===== src/rtl/fetch_req_ctrl_if.sv =====
// Fetch controller bus: redirect input, instruction-memory request/response and
// instruction-queue enqueue handshake, grouped for the fetch_req_ctrl port list.
interface fetch_req_ctrl_if #(
  parameter int unsigned ADDR_WIDTH  = 32,
  parameter int unsigned INSTR_WIDTH = 32,
  parameter int unsigned RESP_DEPTH  = 4
);
  localparam int unsigned CntW = $clog2(RESP_DEPTH) + 1;

  logic                              redirect_valid;
  logic [ADDR_WIDTH-1:0]             redirect_pc;
  logic                              imem_req_valid;
  logic                              imem_req_ready;
  logic [ADDR_WIDTH-1:0]             imem_req_addr;
  logic                              imem_resp_valid;
  logic [INSTR_WIDTH-1:0]            imem_resp_data;
  logic                              enq_valid;
  logic                              enq_ready;
  logic [ADDR_WIDTH+INSTR_WIDTH-1:0] enq_data;
  logic [CntW-1:0]                   inflight;

  modport master (
    input  redirect_valid, redirect_pc, imem_req_ready, imem_resp_valid, imem_resp_data,
           enq_ready,
    output imem_req_valid, imem_req_addr, enq_valid, enq_data, inflight
  );

  modport slave (
    output redirect_valid, redirect_pc, imem_req_ready, imem_resp_valid, imem_resp_data,
           enq_ready,
    input  imem_req_valid, imem_req_addr, enq_valid, enq_data, inflight
  );
endinterface


===== src/rtl/fetch_req_ctrl.sv =====
// Sequential fetch request generator with a credit-limited response buffer that
// pushes {pc, instr} pairs to the instruction queue and drops stale responses on redirect.
module fetch_req_ctrl #(
  parameter int unsigned           ADDR_WIDTH  = 32,
  parameter int unsigned           INSTR_WIDTH = 32,
  parameter logic [ADDR_WIDTH-1:0] RESET_PC    = '0,
  parameter int unsigned           RESP_DEPTH  = 4
) (
  input logic              clk,
  input logic              rst_aL,
  fetch_req_ctrl_if.master bus
);
  localparam int unsigned IdxW = $clog2(RESP_DEPTH);
  localparam int unsigned CntW = IdxW + 1;
  localparam int unsigned EntW = ADDR_WIDTH + INSTR_WIDTH;
  localparam logic [ADDR_WIDTH-1:0] PcStep   = ADDR_WIDTH'(4);
  localparam logic [CntW:0]         DepthCmp = (CntW + 1)'(RESP_DEPTH);
  localparam logic [CntW-1:0]       CntOne   = CntW'(1);

  typedef enum logic [0:0] {StRun, StDrain} state_e;

  state_e                st_q, st_d;
  logic [ADDR_WIDTH-1:0] pc_q, pc_d;
  logic [ADDR_WIDTH-1:0] resp_pc_q, resp_pc_d;
  logic [CntW-1:0]       inflight_q, inflight_d;
  logic [CntW-1:0]       drop_q, drop_d;
  logic [CntW-1:0]       wr_q, wr_d;
  logic [CntW-1:0]       rd_q, rd_d;
  logic [EntW-1:0]       buf_q [RESP_DEPTH];

  logic [CntW-1:0] count;
  logic            credit;
  logic            req_ok;
  logic            req_fire;
  logic            resp_keep;
  logic            pop;

  // Outstanding plus buffered entries never exceed the buffer, so responses always fit.
  assign count    = wr_q - rd_q;
  assign credit   = ({1'b0, inflight_q} + {1'b0, count}) < DepthCmp;
  assign req_ok   = ~bus.redirect_valid & credit;
  assign req_fire = req_ok & bus.imem_req_ready;

  assign bus.imem_req_valid = rst_aL & req_ok;
  assign bus.imem_req_addr  = pc_q;
  assign bus.enq_valid      = ~bus.redirect_valid & (count != '0);
  assign bus.enq_data       = buf_q[rd_q[IdxW-1:0]];
  assign bus.inflight       = inflight_q;

  assign pop       = bus.enq_valid & bus.enq_ready;
  assign resp_keep = bus.imem_resp_valid & ~bus.redirect_valid & (st_q == StRun);

  always_comb begin
    pc_d       = pc_q;
    resp_pc_d  = resp_pc_q;
    drop_d     = drop_q;
    wr_d       = wr_q;
    rd_d       = rd_q;
    inflight_d = inflight_q + CntW'(req_fire) - CntW'(bus.imem_resp_valid);
    if (bus.redirect_valid) begin
      // Everything still outstanding after this cycle belongs to the old stream.
      pc_d      = bus.redirect_pc;
      resp_pc_d = bus.redirect_pc;
      drop_d    = inflight_q - CntW'(bus.imem_resp_valid);
      wr_d      = '0;
      rd_d      = '0;
    end else begin
      if (req_fire) pc_d = pc_q + PcStep;
      if (bus.imem_resp_valid && st_q == StDrain) drop_d = drop_q - CntOne;
      if (resp_keep) begin
        resp_pc_d = resp_pc_q + PcStep;
        wr_d      = wr_q + CntOne;
      end
      if (pop) rd_d = rd_q + CntOne;
    end
    st_d = (drop_d != '0) ? StDrain : StRun;
  end

  always_ff @(posedge clk or negedge rst_aL) begin
    if (!rst_aL) begin
      st_q       <= StRun;
      pc_q       <= RESET_PC;
      resp_pc_q  <= RESET_PC;
      inflight_q <= '0;
      drop_q     <= '0;
      wr_q       <= '0;
      rd_q       <= '0;
      for (int unsigned i = 0; i < RESP_DEPTH; i++) buf_q[i] <= '0;
    end else begin
      st_q       <= st_d;
      pc_q       <= pc_d;
      resp_pc_q  <= resp_pc_d;
      inflight_q <= inflight_d;
      drop_q     <= drop_d;
      wr_q       <= wr_d;
      rd_q       <= rd_d;
      if (resp_keep) buf_q[wr_q[IdxW-1:0]] <= {resp_pc_q, bus.imem_resp_data};
    end
  end
endmodule

===== src/flat_wrapper.sv =====
// flat-port wrapper written by rule: the top's interface ports become plain ports
module fetch_req_ctrl_flat 
#(
  parameter int unsigned           ADDR_WIDTH  = 32,
  parameter int unsigned           INSTR_WIDTH = 32,
  parameter logic [ADDR_WIDTH-1:0] RESET_PC    = '0,
  parameter int unsigned           RESP_DEPTH  = 4
)
  (clk, rst_aL, bus_redirect_valid, bus_redirect_pc, bus_imem_req_ready, bus_imem_resp_valid, bus_imem_resp_data, bus_enq_ready, bus_imem_req_valid, bus_imem_req_addr, bus_enq_valid, bus_enq_data, bus_inflight);
  fetch_req_ctrl_if #(.ADDR_WIDTH(ADDR_WIDTH), .INSTR_WIDTH(INSTR_WIDTH), .RESP_DEPTH(RESP_DEPTH)) bus_i ();
  input logic clk;
  input logic rst_aL;
  input wire logic [$bits(bus_i.redirect_valid)-1:0] bus_redirect_valid;
  input wire logic [$bits(bus_i.redirect_pc)-1:0] bus_redirect_pc;
  input wire logic [$bits(bus_i.imem_req_ready)-1:0] bus_imem_req_ready;
  input wire logic [$bits(bus_i.imem_resp_valid)-1:0] bus_imem_resp_valid;
  input wire logic [$bits(bus_i.imem_resp_data)-1:0] bus_imem_resp_data;
  input wire logic [$bits(bus_i.enq_ready)-1:0] bus_enq_ready;
  output wire logic [$bits(bus_i.imem_req_valid)-1:0] bus_imem_req_valid;
  output wire logic [$bits(bus_i.imem_req_addr)-1:0] bus_imem_req_addr;
  output wire logic [$bits(bus_i.enq_valid)-1:0] bus_enq_valid;
  output wire logic [$bits(bus_i.enq_data)-1:0] bus_enq_data;
  output wire logic [$bits(bus_i.inflight)-1:0] bus_inflight;
  assign bus_i.redirect_valid = bus_redirect_valid;
  assign bus_i.redirect_pc = bus_redirect_pc;
  assign bus_i.imem_req_ready = bus_imem_req_ready;
  assign bus_i.imem_resp_valid = bus_imem_resp_valid;
  assign bus_i.imem_resp_data = bus_imem_resp_data;
  assign bus_i.enq_ready = bus_enq_ready;
  assign bus_imem_req_valid = bus_i.imem_req_valid;
  assign bus_imem_req_addr = bus_i.imem_req_addr;
  assign bus_enq_valid = bus_i.enq_valid;
  assign bus_enq_data = bus_i.enq_data;
  assign bus_inflight = bus_i.inflight;
  fetch_req_ctrl #(.ADDR_WIDTH(ADDR_WIDTH), .INSTR_WIDTH(INSTR_WIDTH), .RESET_PC(RESET_PC), .RESP_DEPTH(RESP_DEPTH)) u_core (.clk(clk), .rst_aL(rst_aL), .bus(bus_i));
endmodule

===== config.mk =====
export PLATFORM = sky130hd
export DESIGN_NAME = fetch_req_ctrl_flat
export DESIGN_NICKNAME = d
export VERILOG_FILES = /design/src/rtl/fetch_req_ctrl_if.sv /design/src/rtl/fetch_req_ctrl.sv /design/src/flat_wrapper.sv
export SDC_FILE = /design/constraint.sdc
export NUM_CORES = 1
export LEC_CHECK = 0
export CAP_MARGIN = 20
export CORE_UTILIZATION = 35
export DETAILED_ROUTE_END_ITERATION = 7
export PLACE_DENSITY_LB_ADDON = 0.25
export SLEW_MARGIN = 30
export SYNTH_ARGS = -nofsm -noshare
export SYNTH_HDL_FRONTEND = slang
export SYNTH_SLANG_ARGS = --single-unit

===== constraint.sdc =====
create_clock -name clk -period 8.67 [get_ports clk]
set_input_delay 1.734 -clock clk [delete_from_list [all_inputs] [get_ports clk]]
set_output_delay 1.734 -clock clk [all_outputs]
set_load 0.05 [all_outputs]

======== Word level (Yosys, flattened, before mapping) ========
Index checks and enable logic that the tools add are counted.
cells by class
  add/sub/neg operators ................... 10
  $lt $le $gt $ge ......................... 4
  multiplexer cells ....................... 17
  bitwise gates (word level) .............. 11
  reductions and logical operators ........ 7
operators with widths
  kind                                                        count
  bitwise mux 256 bit                                         1
  2-to-1 mux 64 bit                                           3
  binary-select mux 64 bit (select 2 bit)                     1
  demux 64 bit (select 2 bit)                                 1
  2-to-1 mux 32 bit                                           4
  adder 32 x 3 -> 32 bit, second input constant               2
  2-to-1 mux 3 bit                                            6
  AND 1 bit                                                   7
  adder 3 x 1 -> 3 bit, second input constant                 2
  >= comparator 3 bit, second input constant                  2
  inverter 2 -> 3 bit                                         2
  nonzero test 2 bit                                          3
  nonzero test 3 bit                                          2
  subtractor 3 x 1 -> 3 bit                                   2
  adder 3 x 3 -> 4 bit                                        1
  less-than comparator 4 x 3 -> 1 bit, second input constant  1
  adder 3 x 1 -> 3 bit                                        1
  less-than comparator 3 x 1 -> 1 bit, second input constant  1
  subtractor 3 x 1 -> 3 bit, second input constant            1
  subtractor 3 bit                                            1
  logical AND 1 bit                                           2
  inverter 1 bit                                              2
  2-to-1 mux 1 bit                                            1
storage, ports and cells
  register bits ........................... 333
  input bits .............................. 70
  logic and storage cells ................. 60

======== Depth between registers and ports, before layout ========
  depth in word-level cells ............... 7
  mapped depth ............................ 14
  gate-level depth less buffers ........... 13

======== Worst setup path after synthesis ========
No wires, ideal clock.
  path type ............................... in2out
  start ................................... in bus_redirect_valid
  end ..................................... out bus_enq_valid
  arrival time ............................ 2,893 ps
  required time ........................... 6,936 ps
  path slack .............................. 4,043 ps
  stages on the path ...................... 4
  buffers on the path ..................... 2
  cells stage by stage .................... inv_1 clkbuf_1 clkbuf_1 o31a_1
between the ends
  longest elaborated chain between the ends .. 2
ends and longest elaborated chain
  element         RTL line              source
  from (decl)     flat_wrapper.sv:13    input wire logic [$bits(bus_i.redirect_valid)-1:0] bus_redirect_valid;
  inverter 1 bit  fetch_req_ctrl.sv:46  assign bus.enq_valid = ~bus.redirect_valid & (count != '0);
  AND 1 bit       fetch_req_ctrl.sv:46
  to (decl)       flat_wrapper.sv:21    output wire logic [$bits(bus_i.enq_valid)-1:0] bus_enq_valid;
Every way passes these cells.

======== Worst setup path in the final report ========
  start ................................... reg u_core.rd_q[0]
  end ..................................... out bus_imem_req_valid
between the ends
  longest elaborated chain between the ends .. 5
ends and longest elaborated chain
  element                              RTL line              source
  from (decl)                          fetch_req_ctrl.sv:28  logic [CntW-1:0] rd_q, rd_d;
  from (signal assigned)               fetch_req_ctrl.sv:96  rd_q <= rd_d;
  subtractor 3 bit                     fetch_req_ctrl.sv:39  assign count = wr_q - rd_q;
  adder 3 x 3 -> 4 bit                 fetch_req_ctrl.sv:40  assign credit = ({1'b0, inflight_q} + {1'b0, count}) < DepthCmp;
  less-than comparator 4 x 3 -> 1 bit  fetch_req_ctrl.sv:40
  AND 1 bit                            fetch_req_ctrl.sv:41  assign req_ok = ~bus.redirect_valid & credit;
  AND 1 bit                            fetch_req_ctrl.sv:44  assign bus.imem_req_valid = rst_aL & req_ok;
  to (decl)                            flat_wrapper.sv:19    output wire logic [$bits(bus_i.imem_req_valid)-1:0] bus_imem_req_valid;
Every way passes these cells.

==> summary.md <==
| Metric | Value |
|---|---|
| CTS Hold Bufs | `0` |
| Via density | `5.174` |
| Distinct cells, synth | `60` |
| Pwr/cell area | `328.8 nW/µm²` |
| Least-Margin Pin Slew | `879.9 ps` |
| R2R Setup Slk | `3850 ps` |
| Clock slew at reported path FFs | `60 ps` |
| Status | `finished clean` |
| Clk sinks | `333` |
| Syn Nets | `1183` |
| P_leak | `8.092 nW` |
| Crit path capture type | `primary output` |
| # diodes | `0` |
| Crit path max-delay cell type | `clkdlybuf4s50_1` |
| DRC | `0` |
| Max-slew violation count | `0` |
| Post-synth ARST share | `100.0%` |
| Crit path launch type | `flip-flop` |
| RSZ-0062 raised after global routing | `false` |
| Largest net degree at the start of global routing | `89` |
| Total global-route track usage | `17.20%` |
| Drt pass-1 iters | `7` |
| Synthesis-stage register bit count | `333` |
| Total Wirelength | `37240 µm` |
| Sequential fraction of the synthesis area | `53.93%` |
| Critical path class | `flip-flop to primary output` |
| Post-synth EDFFs | `0` |
| Die H | `212.1 µm` |
| Arr. time, crit path | `4040 ps` |
| CTS tree | `yes` |
| Fmax | `173.3 MHz` |
| Cells after Synth | `1096` |
| Vias in the first global route | `10160` |
| Drt wl/cell | `20.01 µm` |
| Fraction of layout cells with a size suffix above 1 | `33.54%` |
| Placed instance count | `1792` |
| Skew-Pair Late Insertion Delay | `540 ps` |
| Post-CTS Resized | `0` |
| Layout net count | `1334` |
| CP max stage delay | `830 ps` |
| CTS Root Cell | `clkbuf_16` |
| Final Core Density | `43.63%` |
| XOR/XNOR Fraction of Synth Area | `2.324%` |
| Max-Slew Margin vs Limit | `41.34%` |
| Worst path cell trace | `ha_1, inv_1, fa_1, xnor2_1, ha_1, nor4_2, and3_1, clkdlybuf4s50_1` |
| Rows | `76` |
| First-pass GRT wire length | `59750 µm` |
| Area Overhead vs Synth | `22.17%` |
| Most frequent cells in the layout | `dfrtp_1 (331), mux2_2 (262), clkdlybuf4s50_1 (168)` |
| Post-Syn Area | `15450 µm²` |
| ANT nets after route | `0` |
| Post-CTS setup buffers | `0` |
| Worst r2r src | `u_core.rd_q[0]` |
| Adder-cell share of the synthesized area | `1.474%` |
| Die W | `212.1 µm` |
| Crit path time final | `5770 ps` |
| Synth top area cells | `dfrtp_1 (54%), mux2_2 (19%), mux4_2 (9.3%)` |
| TritonCTS buffer count | `38` |
| Fillers | `3943` |
| Setup violations, final | `0` |
| CP Max Fanout | `26` |
| Crit path from | `u_core.rd_q[0]` |
| Initial antenna violation count | `0` |
| Dpl hpwl | `23930 µm` |
| Core area | `43270 µm²` |
| MaxCap Viol Count | `0` |
| Synth warnings | `0` |
| Total gr overflow | `0` |
| H-tree depth | `2` |
| Initial core utilization | `35.71%` |
| Worst min path class | `flip-flop to flip-flop` |
| IO Count | `171` |
| Critical Path RT | `6940 ps` |
| CP most frequent cell | `ha_1` |
| RePlAce Congestion | `0.8365` |
| Commonest non-fill, non-tap cell in the layout | `dfrtp_1` |
| Setup tns final | `0 ps` |
| DR iter-0 viols | `546` |
| Largest family of logic cells by synthesized area | `multiplexers` |
| Post-synth top area share | `53.93%` |
| Post-synth top area cell | `dfrtp_1` |
| Die area | `44990 µm²` |
| Syn Area/Cell | `14.10 µm²` |
| Layout Skew | `20.86 ps` |
| Hold_ws | `499.1 ps` |
| Port buffer count | `170` |
| Final worst-path cycle share | `66.55%` |
| Synth Area in Compound Gates | `4.122%` |
| Max IR drop VDD | `191.2 µV` |
| Clk buf depth | `3` |
| Most used flip-flop cell after synthesis | `dfrtp_1` |
| Final Hold Violating Endpoints | `0` |
| Mux contribution to synthesized area | `28.49%` |
| Hold_sp | `u_core.buf_q[116]` |
| DR vias | `9629` |
| Non-filler cells in the finished layout | `1861` |
| Simple-Gate Fraction of Synth Area | `6.673%` |
==> power by group <==
group | total, W | internal [W] | leakage [nW] | switching (W)
Combinational | 0.00249 | 0.00103 | 3.12 | 0.00145
Sequential | 0.00215 | 0.00189 | 4.35 | 0.000262
Clock | 0.00157 | 0.000936 | 0.615 | 0.000636
Total | 0.00621 | 0.00385 | 8.09 | 0.00235
==> kinds of logic after synthesis <==
kind of cell | after synthesis
buf+inv | 95
simple gates | 184
compound gates | 99
flops | 333
xor+xnor | 41
fa+ha+maj | 17
mux | 327
==> final timing paths <==
kind / to / cells after the start
max in group asynchronous: u_core.buf_q[134] / 4
min in group asynchronous: u_core.buf_q[109] / 1
min: u_core.buf_q[116] / 1
max reg2reg: u_core.bus.imem_req_addr[13] / 11
max: bus_imem_req_valid / 8
min reg2reg: u_core.buf_q[116] / 1
==> critical path, delay by kind of cell (launching register included) <==
| kind | cells | cell delay (ps) |
|---|---|---|
| buffers and inverters | 2 | 880 |
| adders and majority gates | 3 | 900 |
| xor gates and xnor gates | 1 | 310 |
| and+or+nand+nor | 2 | 640 |
| DFF | 1 | 760 |
==> sequential cells by signal, indices dropped and copies added, names as in the netlist <==
register	count
u_core.bus.imem_req_addr	32
u_core.resp_pc_q	32
u_core.drop_q	3
u_core.rd_q	3
u_core.bus.inflight	3
u_core.buf_q	256
u_core.wr_q	3
u_core.st_q	1
==> per-layer routing <==
metal / track usage [%] / wire, µm / vias to the layer above
met5: 0 / 0 / -
met4: 4.623 / 776 / 0
met3: 3.043 / 1873 / 45
met2: 26.40 / 16880 / 245
met1: 24.95 / 17710 / 5012
li1: - / - / 4327
==> stage by stage <==
stage	instance area [µm²]	setup WS, ps	total power (W)
global route	18880	2607	0.006515
finish	18880	2900	0.006207
CTS	18870	2821	0.006301
detailed placement	17640	3157	0.004692
global placement	17630	3129	0.004659
floorplan	15450	4043	0.003867
==> cell usage after synthesis, drive strengths merged, types with 3 or more instances <==
master  instances
dfrtp         333
mux2          262
mux4           64
nand2          57
buf            49
o21ai          39
nor2           33
xnor2          28
nand3          24
inv            23
clkbuf         22
nor3           18
nand4          16
a21oi          15
ha             15
xor2           13
o211ai         12
o311ai         11
and3           10
nor4            8
a31oi           4
and4            4
o31a            4
or3             3
==> area by class of cell <==
type	instances	area, µm²	share of cell area [%]
Clock buffer	58	1136	6.018
Clock inverter	11	98.84	0.5236
Inverter	24	90.09	0.4772
Multi-Input combinational cell	668	6676	35.37
Sequential cell	333	8341	44.18
Tap cell	585	732.0	3.878
Timing Repair Buffer	182	1803	9.551
No activity file was read; power rests on OpenSTA's default activity.
